$ cat config.mk
export PLATFORM = sky130hd
export DESIGN_NAME = leaky_lif_core
export DESIGN_NICKNAME = d
export VERILOG_FILES = /design/src/rtl/leaky_pkg.sv /design/src/rtl/leaky_decay_sat.sv /design/src/rtl/leaky_lif_core.sv
export SDC_FILE = /design/constraint.sdc
export NUM_CORES = 1
export LEC_CHECK = 0
export CELL_PAD_IN_SITES_DETAIL_PLACEMENT = 1
export CELL_PAD_IN_SITES_GLOBAL_PLACEMENT = 2
export CORE_MARGIN = 10
export CORE_UTILIZATION = 31
export CTS_CLUSTER_SIZE = 10
export DETAILED_ROUTE_END_ITERATION = 12
export PLACE_DENSITY = 0.78
export RECOVER_POWER = 50
export SYNTH_ARGS = -nofsm -noshare
export SYNTH_HDL_FRONTEND = slang
export SYNTH_SLANG_ARGS = --single-unit
$ cat constraint.sdc
create_clock -name clk -period 5.2 [get_ports clk]
set_clock_uncertainty 0.15 [all_clocks]
set_input_delay 1.04 -clock clk [delete_from_list [all_inputs] [get_ports clk]]
set_output_delay 1.04 -clock clk [all_outputs]
set_load 0.1 [all_outputs]
$ cat src/rtl/leaky_pkg.sv
// leaky_pkg: shared types and saturating arithmetic for the leaky integrate-and-fire core.
package leaky_pkg;
    localparam int LIF_WIDTH = 8;

    typedef enum logic [0:0] {INTEGRATE = 1'b0, REFRACT = 1'b1} lif_state_t;

    // Unsigned add clamped to the all-ones value of a w-bit word (w < 32).
    function automatic logic [31:0] sat_add(input logic [31:0] a, input logic [31:0] b,
                                            input int unsigned w);
        logic [32:0] sum;
        logic [32:0] max_v;
        sum   = {1'b0, a} + {1'b0, b};
        max_v = (33'd1 << w) - 33'd1;
        return (sum > max_v) ? max_v[31:0] : sum[31:0];
    endfunction
endpackage

$ cat src/rtl/leaky_decay_sat.sv
// leaky_decay_sat: combinational leak-and-integrate, nxt = sat(state - (state >> DECAY_SHIFT) + current).
module leaky_decay_sat
    import leaky_pkg::*;
#(
    parameter int WIDTH       = LIF_WIDTH,
    parameter int DECAY_SHIFT = 1
) (
    input  logic [WIDTH-1:0] state_i,
    input  logic [WIDTH-1:0] current_i,
    output logic [WIDTH-1:0] nxt_o
);
    logic [WIDTH-1:0] leaked;

    assign leaked = state_i - (state_i >> DECAY_SHIFT);
    assign nxt_o  = WIDTH'(sat_add(32'(leaked), 32'(current_i), WIDTH));
endmodule

$ cat src/rtl/leaky_lif_core.sv
// leaky_lif_core: one LIF neuron timestep per enabled cycle, with reset-to-zero firing
// and an optional refractory period.
module leaky_lif_core
    import leaky_pkg::*;
#(
    parameter int WIDTH         = LIF_WIDTH,
    parameter int DECAY_SHIFT   = 1,
    parameter int REFRAC_CYCLES = 4
) (
    input  logic             clk,
    input  logic             rst_n,
    input  logic             ena,
    input  logic [WIDTH-1:0] current_in,
    input  logic [WIDTH-1:0] threshold,
    output logic [WIDTH-1:0] state_out,
    output logic             spike_out,
    output logic [WIDTH-1:0] spike_count,
    output logic             refractory
);
    localparam int CW = (REFRAC_CYCLES > 0) ? $clog2(REFRAC_CYCLES + 1) : 1;

    lif_state_t       fsm_q, fsm_d;
    logic [CW-1:0]    cnt_q, cnt_d;
    logic [WIDTH-1:0] state_q, state_d, count_q, count_d, nxt, thr;
    logic             spike_q, spike_d, fire;

    leaky_decay_sat #(.WIDTH(WIDTH), .DECAY_SHIFT(DECAY_SHIFT)) u_decay (
        .state_i   (state_q),
        .current_i (current_in),
        .nxt_o     (nxt)
    );

    // A zero threshold would fire on an empty membrane forever; clamp it to 1.
    assign thr  = (threshold == '0) ? WIDTH'(1) : threshold;
    assign fire = (fsm_q == INTEGRATE) && (nxt >= thr);

    always_comb begin
        state_d = state_q;
        fsm_d   = fsm_q;
        cnt_d   = cnt_q;
        count_d = count_q;
        spike_d = 1'b0;
        if (ena) begin
            if (fsm_q == REFRACT) begin
                state_d = '0;
                cnt_d   = cnt_q - 1'b1;
                fsm_d   = (cnt_q == CW'(1)) ? INTEGRATE : REFRACT;
            end else if (fire) begin
                spike_d = 1'b1;
                state_d = '0;
                count_d = count_q + 1'b1;
                fsm_d   = (REFRAC_CYCLES > 0) ? REFRACT : INTEGRATE;
                cnt_d   = CW'(REFRAC_CYCLES);
            end else begin
                state_d = nxt;
            end
        end
    end

    always_ff @(posedge clk or negedge rst_n) begin
        if (!rst_n) begin
            state_q <= '0;
            fsm_q   <= INTEGRATE;
            cnt_q   <= '0;
            count_q <= '0;
            spike_q <= 1'b0;
        end else begin
            state_q <= state_d;
            fsm_q   <= fsm_d;
            cnt_q   <= cnt_d;
            count_q <= count_d;
            spike_q <= spike_d;
        end
    end

    assign state_out   = state_q;
    assign spike_out   = spike_q;
    assign spike_count = count_q;
    assign refractory  = (fsm_q == REFRACT);
endmodule

==> impl_metrics.tcl, run 1 <==
set metrics [dict create \
    tightestPinTransition_ps 1010 \
    clock_sinks 21 \
    reg2reg_depth 18 \
    antenna_violations_before_repair 0 \
    synth_enable_flop_cells 0 \
    synth_area_per_cell_um2 8.97 \
    r2r_setup_slack_ps 430 \
    synth-simple-area-share 0.172 \
    grt_first_pass_wirelength_um 7700 \
    maxCapViolations 0 \
    asyncSetResetFlopFracSynth 1.00 \
    cts_resized 0 \
    buffer_ports.inserted 36 \
    clock_tree.htree_level_count 1 \
    place.detailed.hpwl_um 3920 \
    worstReg2RegStart "state_out[1]" \
    largest_family_of_logic_cells_by_synthesized_area "adder cells" \
    cp.required_ps 5210 \
    finalNetCount 289 \
    yosys_most_used_dff "sky130_fd_sc_hd__dfrtp_1" \
    setup_viol_count_final 0 \
    critPathCapture "spike_count[1]" \
    antenna_cells 0 \
    grt_max_degree 22 \
    max_clock_freq_mhz 210 \
    busiest_layer "met2" \
    grtUsageMet2 0.153 \
    status "finished, final reports clean" \
    crit_path_start_kind "flip-flop" \
    ys.warnings.count 0 \
    worst-path-max-fanout 15 \
    layout-drive-gt1-share 0.0456 \
    final.min_clock_period_ps 4770 \
    die_w_um 96.6 \
    netlist_area_um2 1820 \
    placedCellCount 309 \
    drcViolationCount 0 \
    placementRows 27 \
    design.portCount 37 \
    worstSetupStartpoint "state_out[1]" \
    design.die.area_um2 9340 \
    final_core_utilization 0.412 \
    via_count_of_the_first_global_routing_pass 1612 \
    post-cts-setup-buffer-count 0 \
    tritoncts.num_buffers 3 \
    endpoint_kind "flip-flop" \
    finalHoldViolations 0 \
    r2r_end "spike_count[1]" \
    antenna_left 0 \
    path_clk_slew_ps 80 \
    worstSkewPairLatency_ps 270 \
    gp_routability_congestion 0.734 \
    xor_and_xnor_fraction_of_the_mapped_netlist_area 0.0674 \
    final_min_period_over_clock_period 0.916 \
    synth_compound_gate_area_share 0.176 \
    tritoncts "done" \
    detail_route.wl_per_cell_um 14.6 \
    drt_wl_total_um 4580 \
    chipHeight_um 96.6 \
    fin_cells 313 \
    setup.worst_path.class "reg2reg" \
    synth-adder-area-share 0.201 \
    data_arrival_critical_path_ps 4780 \
    seq_area_frac_synth 0.289 \
    min_path_type "reg2reg" \
    mostFrequentLayoutCells "30 x sky130_fd_sc_hd__inv_1, 26 x sky130_fd_sc_hd__ha_1, 26 x sky130_fd_sc_hd__clkdlybuf4s50_1" \
    flip_flop_and_latch_count_after_synthesis 21 \
    muxShareOfSynthArea 0.0254 \
    use_met3 0.0248 \
    initial_core_utilization 0.325 \
    post_drt_via_cell_ratio 5.02 \
    ys_types 45 \
    globalRouteOverflowTotal 0 \
    synth_cells 203 \
    cts.root.buffer_cell "sky130_fd_sc_hd__clkbuf_8" \
    areaGrowthSynthToFinish_pct 27.0 \
    final.fill_count 679 \
    dr.first_iter.drc_count 57 \
    worstHoldPathCells 1 \
    groute.usage.overall 0.0945 \
    global_route.usage.met1 0.122 \
    synth_nets 250 \
    route.vias.total 1570 \
    cts.path.max_buffers 2 \
    final.setup.tns_ps 0 \
    layout_commonest_cell "sky130_fd_sc_hd__inv_1" \
    final_max_slew_viol_count 0 \
    post_cts_hold_buffer_count 0 \
    detail_route.first_pass.iterations 4 \
    fp.coreArea_um2 5610 \
    rsz0062_at_grt "false" \
    maxSlewHeadroom 0.325 \
]
-- cells by family after synthesis --
group                      Yosys count
buffers and inverters               33
AOI/OAI and AO/OA                   46
DFF                                 21
and+or+nand+nor                     57
xor gates and xnor gates            14
muxes                                4
adders and majority gates           28
-- metrics by stage --
| step | hold WS, ps | setup slack [ps] | instance area (um2) |
|---|---|---|---|
| final | 315 | 434 | 2310 |
| after global routing | 333 | 42.8 | 2310 |
| after CTS | 323 | 358 | 2310 |
| after detailed placement | 314 | 385 | 2260 |
| after global placement | 307 | 493 | 2260 |
| after floorplan | 385 | 259 | 1820 |
-- state kept, by name, indices dropped and copies added, names as in the netlist --
signal	cells
cnt_q	3
refractory	1
spike_count	8
state_out	8
spike_out	1
-- per-layer routing --
| metal | vias up | routed length, um |
|---|---|---|
| met5 | - | 0 |
| met4 | 0 | 34 |
| met3 | 2 | 191 |
| met2 | 26 | 2070 |
| met1 | 740 | 2280 |
| li1 | 802 | - |
-- worst min-delay path by stage --
stage | slack (ps) | endpoint | startpoint
2_1_floorplan | 390 | cnt_q[0] | cnt_q[0]
3_5_place_dp | 310 | spike_count[7] | spike_count[7]
4_1_cts | 320 | spike_count[7] | spike_count[7]
6_report | 320 | spike_count[7] | spike_count[7]
3_3_place_gp | 310 | spike_count[7] | spike_count[7]
5_1_grt | 330 | spike_count[7] | spike_count[7]
-- cells in the mapped netlist (2+ instances only) --
master / n / area [um2]
sky130_fd_sc_hd__ha_1: 26 / 325
sky130_fd_sc_hd__o21bai_1: 3 / 22.5
sky130_fd_sc_hd__a21oi_1: 9 / 45.0
sky130_fd_sc_hd__o21ai_0: 7 / 35.0
sky130_fd_sc_hd__and3_1: 3 / 18.8
sky130_fd_sc_hd__nor4_1: 3 / 18.8
sky130_fd_sc_hd__nor2_1: 10 / 37.5
sky130_fd_sc_hd__nand3_1: 8 / 40.0
sky130_fd_sc_hd__or3_1: 3 / 18.8
sky130_fd_sc_hd__a32o_1: 3 / 30.0
sky130_fd_sc_hd__nor3b_1: 4 / 30.0
sky130_fd_sc_hd__dfrtp_1: 21 / 526
sky130_fd_sc_hd__nand2_1: 8 / 30.0
sky130_fd_sc_hd__mux2i_1: 2 / 20.0
sky130_fd_sc_hd__o21a_1: 2 / 15.0
sky130_fd_sc_hd__clkbuf_1: 2 / 7.51
sky130_fd_sc_hd__nor2b_1: 5 / 31.3
sky130_fd_sc_hd__xor2_1: 10 / 87.6
sky130_fd_sc_hd__inv_1: 30 / 113
sky130_fd_sc_hd__o211ai_1: 3 / 22.5
sky130_fd_sc_hd__xnor2_1: 4 / 35.0
sky130_fd_sc_hd__nor3_1: 7 / 35.0
sky130_fd_sc_hd__fa_1: 2 / 40.0
sky130_fd_sc_hd__o22ai_1: 5 / 31.3
sky130_fd_sc_hd__a21o_1: 3 / 22.5
-- layout make-up --
class	count	area (um2)	area share
Multi-Input combinational cell	149	1170	0.505
Sequential cell	21	526	0.227
Tap cell	72	90.1	0.0390
Timing Repair Buffer	37	368	0.159
Clock inverter	1	7.51	0.00325
Inverter	30	113	0.0487
Clock buffer	3	41.3	0.0179
-- critical path, cell delays in order, from the launching register on --
cell and delay (ps):
sky130_fd_sc_hd__dfrtp_1 420, sky130_fd_sc_hd__ha_1 220, sky130_fd_sc_hd__fa_1 420, sky130_fd_sc_hd__nor2b_1 130, sky130_fd_sc_hd__o21ai_0 110, sky130_fd_sc_hd__a21boi_0 290
sky130_fd_sc_hd__nor2_1 110, sky130_fd_sc_hd__ha_1 380, sky130_fd_sc_hd__a21o_1 210, sky130_fd_sc_hd__nor3_2 180, sky130_fd_sc_hd__a211oi_2 160, sky130_fd_sc_hd__or3_1 430
sky130_fd_sc_hd__ha_1 320, sky130_fd_sc_hd__nand2_1 60, sky130_fd_sc_hd__nor3_1 200, sky130_fd_sc_hd__a21oi_1 100, sky130_fd_sc_hd__buf_4 190, sky130_fd_sc_hd__nor2_1 230
sky130_fd_sc_hd__mux2_2 360
Power of run 1 is left out: the tool's default activity adds up to more than one toggle a clock period on the data nets, which glitch-free logic cannot reach.
==> inputs of run 2 (changes only) <==
ABC_AREA = 0   (was default)
RECOVER_POWER = 100   (was 50)
==> run 2 against run 1 <==
  * Non-clock buffer count unchanged
  * Fmax about the same
  * Worst setup slack improved by 2.1 ps
  * Wire length unchanged
  * Design area unchanged
  * Critical path type unchanged
==> impl_metrics.tcl, run 2 (same netlist as run 1, synthesis figures left out) <==
set metrics [dict create \
    max_clock_freq_mhz 210 \
    detail_route.wl_per_cell_um 14.6 \
    gp_routability_congestion 0.734 \
    drt_wl_total_um 4580 \
    post_drt_via_cell_ratio 5.01 \
    worstHoldPathCells 1 \
    maxCapViolations 0 \
    maxSlewHeadroom 0.321 \
    min-delay-start "spike_count[7]" \
    worstReg2RegStart "state_out[1]" \
    status "finished, final reports clean" \
    buffer_ports.inserted 36 \
    mostFrequentLayoutCells "30 x sky130_fd_sc_hd__inv_1, 26 x sky130_fd_sc_hd__ha_1, 21 x sky130_fd_sc_hd__dfrtp_1" \
    endpoint_kind "flip-flop" \
    r2r_setup_slack_ps 440 \
    layout_commonest_cell "sky130_fd_sc_hd__inv_1" \
    drcViolationCount 0 \
    setup.worst_path.class "reg2reg" \
    grt_first_pass_wirelength_um 7700 \
    finalHoldViolations 0 \
    final_max_slew_viol_count 0 \
    fp.coreArea_um2 5610 \
    holdPathEnd "spike_count[7]" \
    crit_path_start_kind "flip-flop" \
    path_clk_slew_ps 80 \
    tightestPinTransition_ps 1020 \
    via_count_of_the_first_global_routing_pass 1612 \
    post-cts-setup-buffer-count 0 \
    finalNetCount 289 \
    cts.path.max_buffers 2 \
    place.detailed.hpwl_um 3920 \
    antenna_left 0 \
    antenna_violations_before_repair 0 \
    rsz0062_at_grt "false" \
    final_min_period_over_clock_period 0.916 \
    die_w_um 96.6 \
    cts_resized 0 \
    worst-path-max-fanout 15 \
    tritoncts "done" \
    dr.first_iter.drc_count 56 \
    cp.required_ps 5210 \
    clock_sinks 21 \
    r2r_end "spike_count[1]" \
    layout-drive-gt1-share 0.0456 \
    final.setup.tns_ps 0 \
    route.vias.total 1569 \
    areaGrowthSynthToFinish_pct 27.0 \
    globalRouteOverflowTotal 0 \
    setup_viol_count_final 0 \
    groute.usage.overall 0.0945 \
    post_cts_hold_buffer_count 0 \
    detail_route.first_pass.iterations 4 \
    min_path_type "reg2reg" \
    cts.root.buffer_cell "sky130_fd_sc_hd__clkbuf_8" \
    worstSkewPairLatency_ps 270 \
    tritoncts.num_buffers 3 \
    design.die.area_um2 9340 \
    chipHeight_um 96.6 \
    initial_core_utilization 0.325 \
    clock_tree.htree_level_count 1 \
    reg2reg_depth 18 \
    placementRows 27 \
    final.min_clock_period_ps 4760 \
    antenna_cells 0 \
    design.portCount 37 \
    grt_max_degree 22 \
    data_arrival_critical_path_ps 4770 \
]
==> run 2: cell types whose count changed in the layout (fill, tap and decap cells not counted) <==
| cell | delta |
|---|---|
| sky130_fd_sc_hd__clkdlybuf4s50_1 | -9 |
| sky130_fd_sc_hd__o21ai_1 | -1 |
| sky130_fd_sc_hd__dlygate4sd3_1 | +9 |
| sky130_fd_sc_hd__o21ai_0 | +1 |
==> run 2: critical path, stage by stage (launching register included) <==
cell	delay (ps)
sky130_fd_sc_hd__dfrtp_1	420
sky130_fd_sc_hd__ha_1	220
sky130_fd_sc_hd__fa_1	420
sky130_fd_sc_hd__nor2b_1	130
sky130_fd_sc_hd__o21ai_0	110
sky130_fd_sc_hd__a21boi_0	290
sky130_fd_sc_hd__nor2_1	110
sky130_fd_sc_hd__ha_1	380
sky130_fd_sc_hd__a21o_1	210
sky130_fd_sc_hd__nor3_2	180
sky130_fd_sc_hd__a211oi_2	160
sky130_fd_sc_hd__or3_1	430
sky130_fd_sc_hd__ha_1	320
sky130_fd_sc_hd__nand2_1	60
sky130_fd_sc_hd__nor3_1	200
sky130_fd_sc_hd__a21oi_1	100
sky130_fd_sc_hd__buf_4	190
sky130_fd_sc_hd__nor2_1	230
sky130_fd_sc_hd__mux2_2	360
==> run 2: how the worst max path moves through the flow <==
| stage | cells after the start | endpoint | from | slack, ps |
|---|---|---|---|---|
| CTS | 18 | spike_count[1] | state_out[1] | 360 |
| finish | 18 | spike_count[1] | state_out[1] | 440 |
| global placement | 18 | spike_count[1] | state_out[1] | 490 |
| floorplan | 20 | spike_count[3] | state_out[0] | 260 |
| detailed placement | 18 | spike_count[1] | state_out[1] | 380 |
| global route | 18 | spike_count[1] | state_out[1] | 50 |
==> run 2: routing by layer <==
metal | track usage | wire length (um) | vias to the layer above
met1 | 0.122 | 2280 | 740
met5 | 0 | 0 | -
met4 | 0.0203 | 34 | 0
met2 | 0.153 | 2070 | 26
met3 | 0.0248 | 191 | 2
li1 | - | - | 801
==> run 2: final cells by class <==
type / count / area [um2]
clock buffers: 3 / 41.3
clock inverters: 1 / 7.51
fillers: 679 / 3300
inverters: 30 / 113
multi-input cells: 149 / 1170
flip-flops and latches: 21 / 526
well taps: 72 / 90.1
repair buffers: 37 / 368
==> run 2: stage by stage <==
step	std cells	area (um2)	setup slack (ps)	hold slack [ps]	util
after CTS	313	2310	358	323	0.412
final	313	2310	436	315	0.412
after floorplan	203	1820	259	385	-
after global placement	309	2260	493	307	0.404
after global routing	313	2310	46.1	333	0.412
after detailed placement	309	2260	385	314	0.404
Power of run 2 is left out for the same reason.
==> inputs of run 3 (changes only) <==
CTS_CLUSTER_SIZE = 25   (was 10)
SETUP_SLACK_MARGIN = 0.2   (was default)
==> run 3 against run 2 <==
  * Sequential share of layout area unchanged
  * Hold slack about the same
  * Count of clock-buffer cells in the layout unchanged
  * Design area unchanged
  * Flip-flop and latch count did not move
  * Non-clock buffer count unchanged
  * Global-route usage unchanged
  * Fmax increased by 1.7%
==> impl_metrics.tcl, run 3 (same netlist as run 1, synthesis figures left out) <==
set metrics [dict create \
    status "finished, final reports clean" \
    drt_wl_total_um 4580 \
    placementRows 27 \
    cp.depth 18 \
    maxSlewHeadroom 0.321 \
    buffer_ports.inserted 36 \
    antenna_left 0 \
    critical-path-top-cell-by-count "sky130_fd_sc_hd__ha_1" \
    place.detailed.hpwl_um 3920 \
    post-cts-setup-buffer-count 0 \
    cp.buffers_inverters 1 \
    endpoint_kind "flip-flop" \
    globalRouteOverflowTotal 0 \
    drcViolationCount 0 \
    worst_path_largest_cell_delay_ps 430 \
    clock_tree.htree_level_count 1 \
    r2r_end "spike_count[1]" \
    final.setup.tns_ps 0 \
    clock_sinks 21 \
    layout-drive-gt1-share 0.0456 \
    via_count_of_the_first_global_routing_pass 1612 \
    tritoncts.num_buffers 3 \
    worstSetupStartpoint "state_out[1]" \
    cp_top_family "adder cells" \
    design.portCount 37 \
    gp_routability_congestion 0.734 \
    placedCellCount 309 \
    mostFrequentLayoutCells "30 x sky130_fd_sc_hd__inv_1, 26 x sky130_fd_sc_hd__ha_1, 21 x sky130_fd_sc_hd__dfrtp_1" \
    timing.final.ws_setup_ps 518 \
    data_arrival_critical_path_ps 4690 \
    worstSkewPairLatency_ps 270 \
    die_w_um 96.6 \
    crit_path_top_delay_cell "sky130_fd_sc_hd__or3_1" \
    finalHoldViolations 0 \
    fin_cells 313 \
    grt_first_pass_wirelength_um 7700 \
    chipHeight_um 96.6 \
    initial_core_utilization 0.325 \
    groute.usage.overall 0.0945 \
    crit_path_start_kind "flip-flop" \
    path_clk_slew_ps 80 \
    detail_route.first_pass.iterations 4 \
    timing.critical_path.cells "ha_1 -> fa_1 -> nor2b_1 -> o21ai_0 -> a21boi_1 -> nor2_1 -> ha_1 -> a21o_1 -> nor3_2 -> a211oi_2 -> or3_1 -> ha_1 -> nand2_1 -> nor3_1 -> a21oi_1 -> buf_4 -> nor2_1 -> mux2_2" \
    min_path_type "reg2reg" \
    fp.coreArea_um2 5610 \
    post_drt_via_cell_ratio 5.01 \
    antenna_cells 0 \
    pre_cts_slack_ps 385 \
    design.die.area_um2 9340 \
    final.fill_count 679 \
    worstReg2RegStart "state_out[1]" \
    finalNetCount 289 \
    rsz0062_at_grt "true" \
    fin_worst_hold_slack_ps 315 \
    cts.root.buffer_cell "sky130_fd_sc_hd__clkbuf_8" \
    antenna_violations_before_repair 0 \
    tightestPinTransition_ps 1020 \
    maxCapViolations 0 \
    route.vias.total 1569 \
    critPathCapture "spike_count[1]" \
    reg2reg_depth 18 \
    setup_viol_count_final 0 \
    detail_route.wl_per_cell_um 14.6 \
    cp.required_ps 5210 \
    layout_commonest_cell "sky130_fd_sc_hd__inv_1" \
    post_cts_hold_buffer_count 0 \
    final_min_period_over_clock_period 0.900 \
    tritoncts "done" \
    cts.path.max_buffers 2 \
    grt_max_degree 22 \
    areaGrowthSynthToFinish_pct 27.0 \
    worst-path-max-fanout 15 \
    final.min_clock_period_ps 4680 \
    final_max_slew_viol_count 0 \
    max_clock_freq_mhz 214 \
    setup.worst_path.class "reg2reg" \
    dr.first_iter.drc_count 56 \
    r2r_setup_slack_ps 520 \
]
-- run 3: cell counts in the layout (fill, tap and decap cells not counted) --
No cell type changed its count.
-- run 3: final cells by class --
type                    instances  area [um2]  area share
flip-flops and latches         21         526       0.227
inverters                      30         113      0.0487
clock inverters                 1        7.51     0.00325
multi-input cells             149        1170       0.505
repair buffers                 37         368       0.159
clock buffers                   3        41.3      0.0179
well taps                      72        90.1      0.0390
-- run 3: repair_timing --
item                                   4_1_cts  5_1_grt
setup endpoints to repair                    0       15
gates resized for setup                      0        2
endpoints found under the hold margin        0        0
-- run 3: worst min path at each step --
| stage | start | to | slack [ps] | depth (start not counted) |
|---|---|---|---|---|
| finish | spike_count[7] | spike_count[7] | 320 | 1 |
| global route | spike_count[7] | spike_count[7] | 330 | 1 |
| CTS | spike_count[7] | spike_count[7] | 320 | 1 |
| detailed placement | spike_count[7] | spike_count[7] | 310 | 1 |
| global placement | spike_count[7] | spike_count[7] | 310 | 1 |
| floorplan | cnt_q[0] | cnt_q[0] | 390 | 2 |
-- run 3: stage by stage --
| step | util | area [um2] |
|---|---|---|
| CTS | 0.412 | 2310 |
| floorplan | - | 1820 |
| finish | 0.412 | 2310 |
| global route | 0.412 | 2310 |
| detailed placement | 0.404 | 2260 |
| global placement | 0.404 | 2260 |
-- run 3: layer usage --
metal | GRT usage | share of wire | vias up
li1 | - | - | 801
met1 | 0.122 | 0.50 | 738
met2 | 0.153 | 0.45 | 28
met3 | 0.0248 | 0.043 | 2
met4 | 0.0203 | 0.0074 | 0
met5 | 0 | 0 | -
Power of run 3 is left out for the same reason.
